## src/rtl/riscv_cpu_pkg.sv

```systemverilog
// Shared CPU types: access-size encoding and the default datapath width.
// Latency: n/a (types and constants only).
// Backpressure: n/a.
package riscv_cpu_pkg;

  localparam int DATA_WIDTH = 32;

  typedef enum logic [1:0] {
    LSU_BYTE = 2'b00,
    LSU_HALF = 2'b01,
    LSU_WORD = 2'b10
  } lsu_type_e;

endpackage

```

## src/rtl/lsu_meta_fifo.sv

```systemverilog
// Small FIFO holding per-transaction metadata between grant and response.
// Latency: head is readable combinationally; a push is visible the next cycle.
// Backpressure: pushes while full and pops while empty are ignored; callers gate on full/empty.
module lsu_meta_fifo #(
  parameter int DEPTH = 2,
  parameter int WIDTH = 8
) (
  input  logic             clk_i,
  input  logic             rst_ni,
  input  logic             push_i,
  input  logic             pop_i,
  input  logic [WIDTH-1:0] wdata_i,
  output logic [WIDTH-1:0] rdata_o,
  output logic             full_o,
  output logic             empty_o
);

  localparam int PTR_W = (DEPTH > 1) ? $clog2(DEPTH) : 1;
  localparam int CNT_W = $clog2(DEPTH + 1);

  logic [WIDTH-1:0] mem [DEPTH];
  logic [PTR_W-1:0] wr_ptr;
  logic [PTR_W-1:0] rd_ptr;
  logic [CNT_W-1:0] count;
  logic             do_push;
  logic             do_pop;

  // Pointers wrap at DEPTH, which need not be a power of two.
  function automatic logic [PTR_W-1:0] next_ptr(input logic [PTR_W-1:0] p);
    if (p == PTR_W'(DEPTH - 1)) begin
      return '0;
    end
    return p + PTR_W'(1);
  endfunction

  assign full_o  = (count == CNT_W'(DEPTH));
  assign empty_o = (count == '0);
  assign do_push = push_i & ~full_o;
  assign do_pop  = pop_i & ~empty_o;
  assign rdata_o = mem[rd_ptr];

  // Pointer and occupancy bookkeeping; simultaneous push/pop keeps the count.
  always_ff @(posedge clk_i or negedge rst_ni) begin
    if (!rst_ni) begin
      wr_ptr <= '0;
      rd_ptr <= '0;
      count  <= '0;
    end else begin
      if (do_push) begin
        wr_ptr <= next_ptr(wr_ptr);
      end
      if (do_pop) begin
        rd_ptr <= next_ptr(rd_ptr);
      end
      case ({do_push, do_pop})
        2'b10:   count <= count + CNT_W'(1);
        2'b01:   count <= count - CNT_W'(1);
        default: count <= count;
      endcase
    end
  end

  // Storage array; contents are don't-care until written so no reset.
  always_ff @(posedge clk_i) begin
    if (do_push) begin
      mem[wr_ptr] <= wdata_i;
    end
  end

endmodule

```

## src/rtl/load_store_unit.sv

```systemverilog
// Load/store unit: address generation, byte-lane steering, in-order response formatting.
// Latency: request side is combinational to data_req_o; load result is combinational on data_rvalid_i.
// Backpressure: requests stall while MAX_OUTSTANDING transactions await responses; misaligned ones are dropped at once.
module load_store_unit #(
  parameter int DATA_WIDTH      = riscv_cpu_pkg::DATA_WIDTH,
  parameter int MAX_OUTSTANDING = 2
) (
  input  logic                    clk_i,
  input  logic                    rst_ni,
  input  logic                    req_i,
  input  logic                    we_i,
  input  logic [1:0]              type_i,
  input  logic                    sign_ext_i,
  input  logic [DATA_WIDTH-1:0]   operand_a_i,
  input  logic [DATA_WIDTH-1:0]   operand_b_i,
  input  logic [DATA_WIDTH-1:0]   wdata_i,
  output logic                    ready_o,
  output logic                    misaligned_o,
  output logic                    rvalid_o,
  output logic [DATA_WIDTH-1:0]   rdata_o,
  output logic                    busy_o,
  output logic                    data_req_o,
  input  logic                    data_gnt_i,
  input  logic                    data_rvalid_i,
  output logic [DATA_WIDTH-1:0]   data_addr_o,
  output logic                    data_we_o,
  output logic [DATA_WIDTH/8-1:0] data_be_o,
  output logic [DATA_WIDTH-1:0]   data_wdata_o,
  input  logic [DATA_WIDTH-1:0]   data_rdata_i
);

  import riscv_cpu_pkg::*;

  localparam int NBYTES = DATA_WIDTH / 8;
  localparam int OFF_W  = $clog2(NBYTES);

  typedef struct packed {
    logic             we;
    lsu_type_e        typ;
    logic             sign_ext;
    logic [OFF_W-1:0] offset;
  } meta_t;

  localparam int META_W = $bits(meta_t);

  logic [DATA_WIDTH-1:0] eff_addr;
  logic [OFF_W-1:0]      offset;
  lsu_type_e             req_type;
  logic                  misaligned;
  logic [NBYTES-1:0]     be;
  logic                  grant;
  logic                  pop;
  logic                  fifo_full;
  logic                  fifo_empty;
  meta_t                 meta_in;
  meta_t                 head;
  logic [META_W-1:0]     fifo_rdata;
  logic [DATA_WIDTH-1:0] shifted;

  assign eff_addr = operand_a_i + operand_b_i;
  assign offset   = eff_addr[OFF_W-1:0];
  assign req_type = lsu_type_e'(type_i);

  // Alignment check and byte-enable generation from access size and lane offset.
  always_comb begin
    misaligned = 1'b0;
    be         = '0;
    case (req_type)
      LSU_BYTE: begin
        be = NBYTES'(1) << offset;
      end
      LSU_HALF: begin
        misaligned = offset[0];
        be         = NBYTES'(3) << offset;
      end
      default: begin
        misaligned = |offset;
        be         = '1;
      end
    endcase
  end

  // Reset gates the handshake so nothing is issued or consumed while held in reset.
  assign data_req_o   = rst_ni & req_i & ~misaligned & ~fifo_full;
  assign misaligned_o = rst_ni & req_i & misaligned;
  assign grant        = data_req_o & data_gnt_i;
  assign ready_o      = grant | misaligned_o;

  assign data_addr_o  = {eff_addr[DATA_WIDTH-1:OFF_W], {OFF_W{1'b0}}};
  assign data_we_o    = we_i;
  assign data_be_o    = be;
  assign data_wdata_o = wdata_i << {offset, 3'b000};

  // A response with nothing outstanding is stray and must not disturb the queue.
  assign pop     = data_rvalid_i & ~fifo_empty;
  assign busy_o  = ~fifo_empty;

  assign meta_in = '{we: we_i, typ: req_type, sign_ext: sign_ext_i, offset: offset};
  assign head    = meta_t'(fifo_rdata);

  lsu_meta_fifo #(
    .DEPTH (MAX_OUTSTANDING),
    .WIDTH (META_W)
  ) u_meta_fifo (
    .clk_i   (clk_i),
    .rst_ni  (rst_ni),
    .push_i  (grant),
    .pop_i   (pop),
    .wdata_i (meta_in),
    .rdata_o (fifo_rdata),
    .full_o  (fifo_full),
    .empty_o (fifo_empty)
  );

  assign rvalid_o = pop & ~head.we;
  assign shifted  = data_rdata_i >> {head.offset, 3'b000};

  // Load formatting: right-align the addressed lanes, then zero- or sign-extend.
  always_comb begin
    rdata_o = shifted;
    case (head.typ)
      LSU_BYTE: rdata_o = {{(DATA_WIDTH-8){head.sign_ext & shifted[7]}}, shifted[7:0]};
      LSU_HALF: rdata_o = {{(DATA_WIDTH-16){head.sign_ext & shifted[15]}}, shifted[15:0]};
      default:  rdata_o = shifted;
    endcase
  end

endmodule
```

## config.mk

```make
export PLATFORM = sky130hd
export DESIGN_NAME = load_store_unit
export DESIGN_NICKNAME = d
export VERILOG_FILES = /design/src/rtl/riscv_cpu_pkg.sv /design/src/rtl/lsu_meta_fifo.sv /design/src/rtl/load_store_unit.sv
export SDC_FILE = /design/constraint.sdc
export NUM_CORES = 1
export LEC_CHECK = 0
export CAP_MARGIN = 20
export CORE_ASPECT_RATIO = 2
export CORE_MARGIN = 4
export CORE_UTILIZATION = 28
export DETAILED_ROUTE_END_ITERATION = 8
export DONT_BUFFER_PORTS = 1
export PLACE_DENSITY = 0.49
export SLEW_MARGIN = 20
export SYNTH_ARGS = -nofsm -noshare
export SYNTH_HDL_FRONTEND = slang
export SYNTH_HIERARCHICAL = 1
export SYNTH_SLANG_ARGS = --single-unit
```

## constraint.sdc

```tcl
create_clock -name clk_i -period 3.3 [get_ports clk_i]
set_input_delay 0.495 -clock clk_i [delete_from_list [all_inputs] [get_ports clk_i]]
set_output_delay 0.495 -clock clk_i [all_outputs]
set_load 0.005 [all_outputs]
```

# Word-level counts from Yosys, hierarchy flattened

Memory sizes are Yosys's and may differ from the RTL's.
Index checks and enable logic that the tools add are counted.

Register bits: 4
Memory bits (writable): 12
Bits of input ports: 137
Output and inout bits: 106
Word-level logic and storage cells: 53
Memories: 1

$add $sub $neg: 5
Equality and inequality tests: 5
Shift operators: 4
Muxes and demuxes: 14
Bitwise gates (word level): 16
Reduce and logical (&&, ||, !) cells: 5

Memory list:

| memory          | depth | bits a word | read ports | clocked after Yosys merged registers in | write ports | line                | RTL |
|---|---|---|---|---|---|---|---|
| u_meta_fifo.mem | 2     | 6           | 1          | 0                                       | 1           | lsu_meta_fifo.sv:21 | `logic [WIDTH-1:0] mem [DEPTH];` |

Operators by type and width:

| operator              | count |
|---|---|
| $pmux W32 S2          | 1 |
| $add A32 B32 Y32      | 1 |
| $shl A32 B5 Y32       | 1 |
| $shr A32 B5 Y32       | 1 |
| $and A1 B1 Y1         | 11 |
| $mux W1               | 10 |
| $pmux W4 S2           | 1 |
| $eq A2 B1 Y1 const B  | 3 |
| $logic_not A2 Y1      | 3 |
| $eq A2 B2 Y1 const B  | 2 |
| $not A1 Y1            | 4 |
| $pmux W2 S2           | 1 |
| $shl A1 B2 Y4 const A | 1 |
| $shl A2 B2 Y4 const A | 1 |
| $add A1 B1 Y1 const B | 2 |
| $add A2 B1 Y2 const B | 1 |
| $pmux W1 S2           | 1 |
| $reduce_bool A2 Y1    | 1 |
| $reduce_or A2 Y1      | 1 |
| $sub A2 B1 Y2 const B | 1 |
| $or A1 B1 Y1          | 1 |

# Depth between registers and ports, before layout

Word-level depth: 10
Depth in mapped cells: 11

# By module

Netlist, hierarchy kept.

By module, submodules not included:

| module          | instances | cells each | area an instance (um2) |
|---|---|---|---|
| load_store_unit | 1         | 506        | 3365.7 |
| lsu_meta_fifo   | 1         | 37         | 631.9 |

# Least setup slack after synthesis

No wires, ideal clock.

Kind: in2out
From: input operand_a_i[0]
To: output data_addr_o[30]
Arrival: 2.504 ns
Required time: 2.805 ns
Path slack: 0.301 ns
Stages: 9
Cells stage by stage: ha_1 fa_1 a21oi_2 o221ai_4 a311oi_2 o31ai_2 a311oi_2 xnor2_1 buf_4

Longest elaborated chain between the ends: 1

RTL lines:

| item               | line                  | RTL |
|---|---|---|
| start: declaration | load_store_unit.sv:14 | `input logic [DATA_WIDTH-1:0] operand_a_i,` |
| $add A32 B32 Y32   | load_store_unit.sv:60 | `assign eff_addr = operand_a_i + operand_b_i;` |
| end: declaration   | load_store_unit.sv:25 | `output logic [DATA_WIDTH-1:0] data_addr_o,` |

No other way between the ends.

# Worst setup path after layout

Same ends and word-level chain as after synthesis.

==> summary.md <==
| Metric | Value |
|---|---|
| Pint | `0.0008458 W` |
| Fmax | `318.0 MHz` |
| Cell mode on critical path | `a311oi_2` |
| Buffers on Ports | `0` |
| Hold_sp | `type_i[1]` |
| Max_slew headroom | `62.27%` |
| DRT iter0 DRCs | `96` |
| Antenna Nets Post-Route | `0` |
| Fin nets | `672` |
| Routed wire length | `14.08 mm` |
| Pin count of the biggest net entering global routing | `40` |
| Hold WS | `0.3501 ns` |
| Main synth FF type | `edfxtp_1` |
| Multi-input logic area | `0.003059 sq mm` |
| Status | `finished, final reports clean` |
| Site Rows | `61` |
| Worst-path maximum fanout | `4` |
| Syn Std Cell Area | `0.003998 sq mm` |
| Die Height | `177.0 um` |
| Diode count | `0` |
| Post-synth ARST share | `25.00%` |
| Clk buf depth | `2` |
| Clock Root Buffer | `clkbuf_16` |
| GPL Wtd Cong | `0.9482` |
| Internal reg-to-reg setup slack | `1.31 ns` |
| Pre-CTS setup slack | `0.1388 ns` |
| Synth top area share | `10.02%` |
| Layout cell share with drive strength beyond 1 | `7.984%` |
| Chip Width | `92.49 um` |
| Pleak | `1.612 nW` |
| PnR worst setup slack | `0.1558 ns` |
| Final Cycle Share | `95.28%` |
| Resized cells post-CTS | `0` |
| Top-count cell post-synth | `a21oi_1` |
| CTS tree | `yes` |
| CP endpoint kind | `primary output` |
| Yosys top cell by area | `ha_1` |
| CP peak stage delay | `0.45 ns` |
| Sink Count | `16` |
| Core Footprint | `0.01397 sq mm` |
| Sw Ratio | `49.11%` |
| Setup TNS | `0 ns` |
| Worst hold path type | `input pin to flop` |
| # setup viols final | `0` |
| Gr usage total | `16.11%` |
| Critical path class | `input pin to primary output` |
| Syn Area/Cell | `7.362 sq um` |
| Vias in the first global route | `4049` |
| Final worst path period need | `3.144 ns` |
| Synth unique cells | `63` |
| Maxcap violations | `0` |
| Switch Pwr | `0.0008163 W` |
| Synth Register Bits | `16` |
| Power share of the clock group | `13.7%` |
| Post-synth EDFFs | `12` |
| Drt pass-1 iters | `4` |
| Synth warn | `6` |
| DRC | `0` |
| Critical path arrival | `2.65 ns` |
| Die Area | `0.01637 sq mm` |
| Gate Count Post-Synth | `543` |
| Final Hold Fails | `0` |
| Wire per inst | `20.41 um` |
| First-pass GRT wire length | `21.11 mm` |
| Ports | `243` |
| Worst skew pair latency | `0.24 ns` |
| Worst Path Required | `2.80 ns` |
| RSZ-0062 raised after global routing | `false` |
| WP buf/inv | `1` |
| Crit-path slowest cell | `fa_1` |
| Register area share after synthesis | `11.52%` |
| Total grt overflow | `0` |
| Pins over their slew limit | `0` |
| # H-tree levels | `1` |
| Via density per instance | `5.707` |
| Worst vdd ir | `155.9 uV` |
| Critical Path, Cell by Cell | `ha_1 > fa_1 > a21oi_2 > o221ai_4 > a311oi_2 > buf_4 > o31ai_2 > a311oi_2 > xnor2_1` |
| Layout area overhead | `1.064%` |
| Seq. cell area | `460.4 sq um` |
| Clock transition at the registers of the reported paths | `0.05 ns` |
| Initial antenna violation count | `0` |
| Clock skew | `0.002721 ns` |
| Post-DP HPWL | `12.30 mm` |
| Critical path startpoint category | `input pin` |
| # fillers | `1560` |
| Combinational share of power | `69.4%` |
| Pwr dens | `411.4 mW/mm^2` |
| Crit path from | `operand_a_i[0]` |
| Sequential power share | `16.9%` |
| Starting Density | `28.62%` |
| Total CTS buffers | `3` |
| Least-Margin Pin Slew | `0.5642 ns` |
| RR Startpoint | `u_meta_fifo/count[0]` |
| Top cells by area, synth | `ha_1 10%, edfxtp_1 9.0%, mux2i_1 8.5%` |
| CP top delay family | `compound AO/OA/AOI/OAI gates` |
| Routed via count | `3938` |
| Post-synth top cells | `54 x a21oi_1, 48 x nand2_1, 42 x o21ai_0, 37 x nor2_1, 34 x mux2i_1` |
final cells by class:
type | count | area share, %
tap | 189 | 5.853
multi-input combinational | 447 | 75.72
sequential | 16 | 11.40
timing repair buffer | 20 | 3.778
clock buffer | 4 | 1.951
inverter | 14 | 1.301
layer usage:
layer	wire length, um	GRT usage (%)
met3	1188	4.000
met2	7955	33.22
met5	0	0
met4	639	7.630
met1	4297	13.69
stage by stage:
step | area, sq um | utilization, % | std cells | power (W)
4_1_cts | 4040 | 28.93 | 690 | 0.001674
5_1_grt | 4040 | 28.93 | 690 | 0.001800
3_3_place_gp | 3951 | 28.29 | 685 | 0.001424
3_5_place_dp | 3951 | 28.29 | 685 | 0.001436
2_1_floorplan | 4001 | - | 544 | 0.001282
6_report | 4040 | 28.93 | 690 | 0.001662
layout by cell type, fill, tap and decap left out, types with 7 or more instances in the layout:
cell / n
inv_1: 14
o21ai_0: 42
nor3_1: 7
nor2b_1: 21
nand2_1: 48
xor2_1: 13
nand3_1: 13
and2_1: 10
nand4_1: 9
a211oi_1: 20
a21oi_1: 54
mux2i_1: 34
buf_4: 19
o211ai_1: 8
ha_1: 32
xnor2_1: 21
edfxtp_1: 12
nor2_1: 37
logic make-up (layout without fill, tap and decap cells):
logic type / count (synthesis) / after routing / synth area share, %
multiplexers: 40 / 40 / 10.20
XOR/XNOR: 34 / 34 / 7.449
other: 1 / 2 / 0.09381
adder cells (fa/ha/maj): 33 / 33 / 10.52
flip-flops: 16 / 16 / 11.52
AND/OR/NAND/NOR: 165 / 165 / 20.13
AO/OA/AOI/OAI: 173 / 173 / 28.04
buffers and inverters: 81 / 38 / 12.05
state kept, by name (all words and copies together), names as in the netlist:
name and count:
u_meta_fifo/mem 12, u_meta_fifo/wr_ptr 1, u_meta_fifo/count 2, u_meta_fifo/rd_ptr 1
worst reg2reg max path, delay by kind of cell (launching register included):
kind,cells,cell delay [ns]
and+or+nand+nor,5,1.17
DFF,1,0.40
buffers and inverters,1,0.06
what timing repair did:
action	CTS	global route
endpoints found under the hold margin	4	0
hold buffers	1	0
setup buffers	0	0
endpoints found under the setup margin	0	1
power by group through the flow:
stage	clock, W	combinational, W	sequential (W)
after floorplan	0	0.00101	0.000273
after global placement	0	0.00114	0.000283
after detailed placement	0	0.00115	0.000285
after CTS	0.000233	0.00116	0.000281
after global routing	0.000245	0.00127	0.000285
final	0.000228	0.00115	0.000280
path summary, 6_finish.rpt:
check	to	cells after the start
setup / recovery	data_addr_o[30]	9
hold / removal	u_meta_fifo/mem[0][4]	0
setup reg to reg	u_meta_fifo/mem[0][2]	6
hold reg to reg	u_meta_fifo/wr_ptr	1
max in group asynchronous	u_meta_fifo/wr_ptr	1
min in group asynchronous	u_meta_fifo/count[0]	1
(Power assumes the default switching activity.)
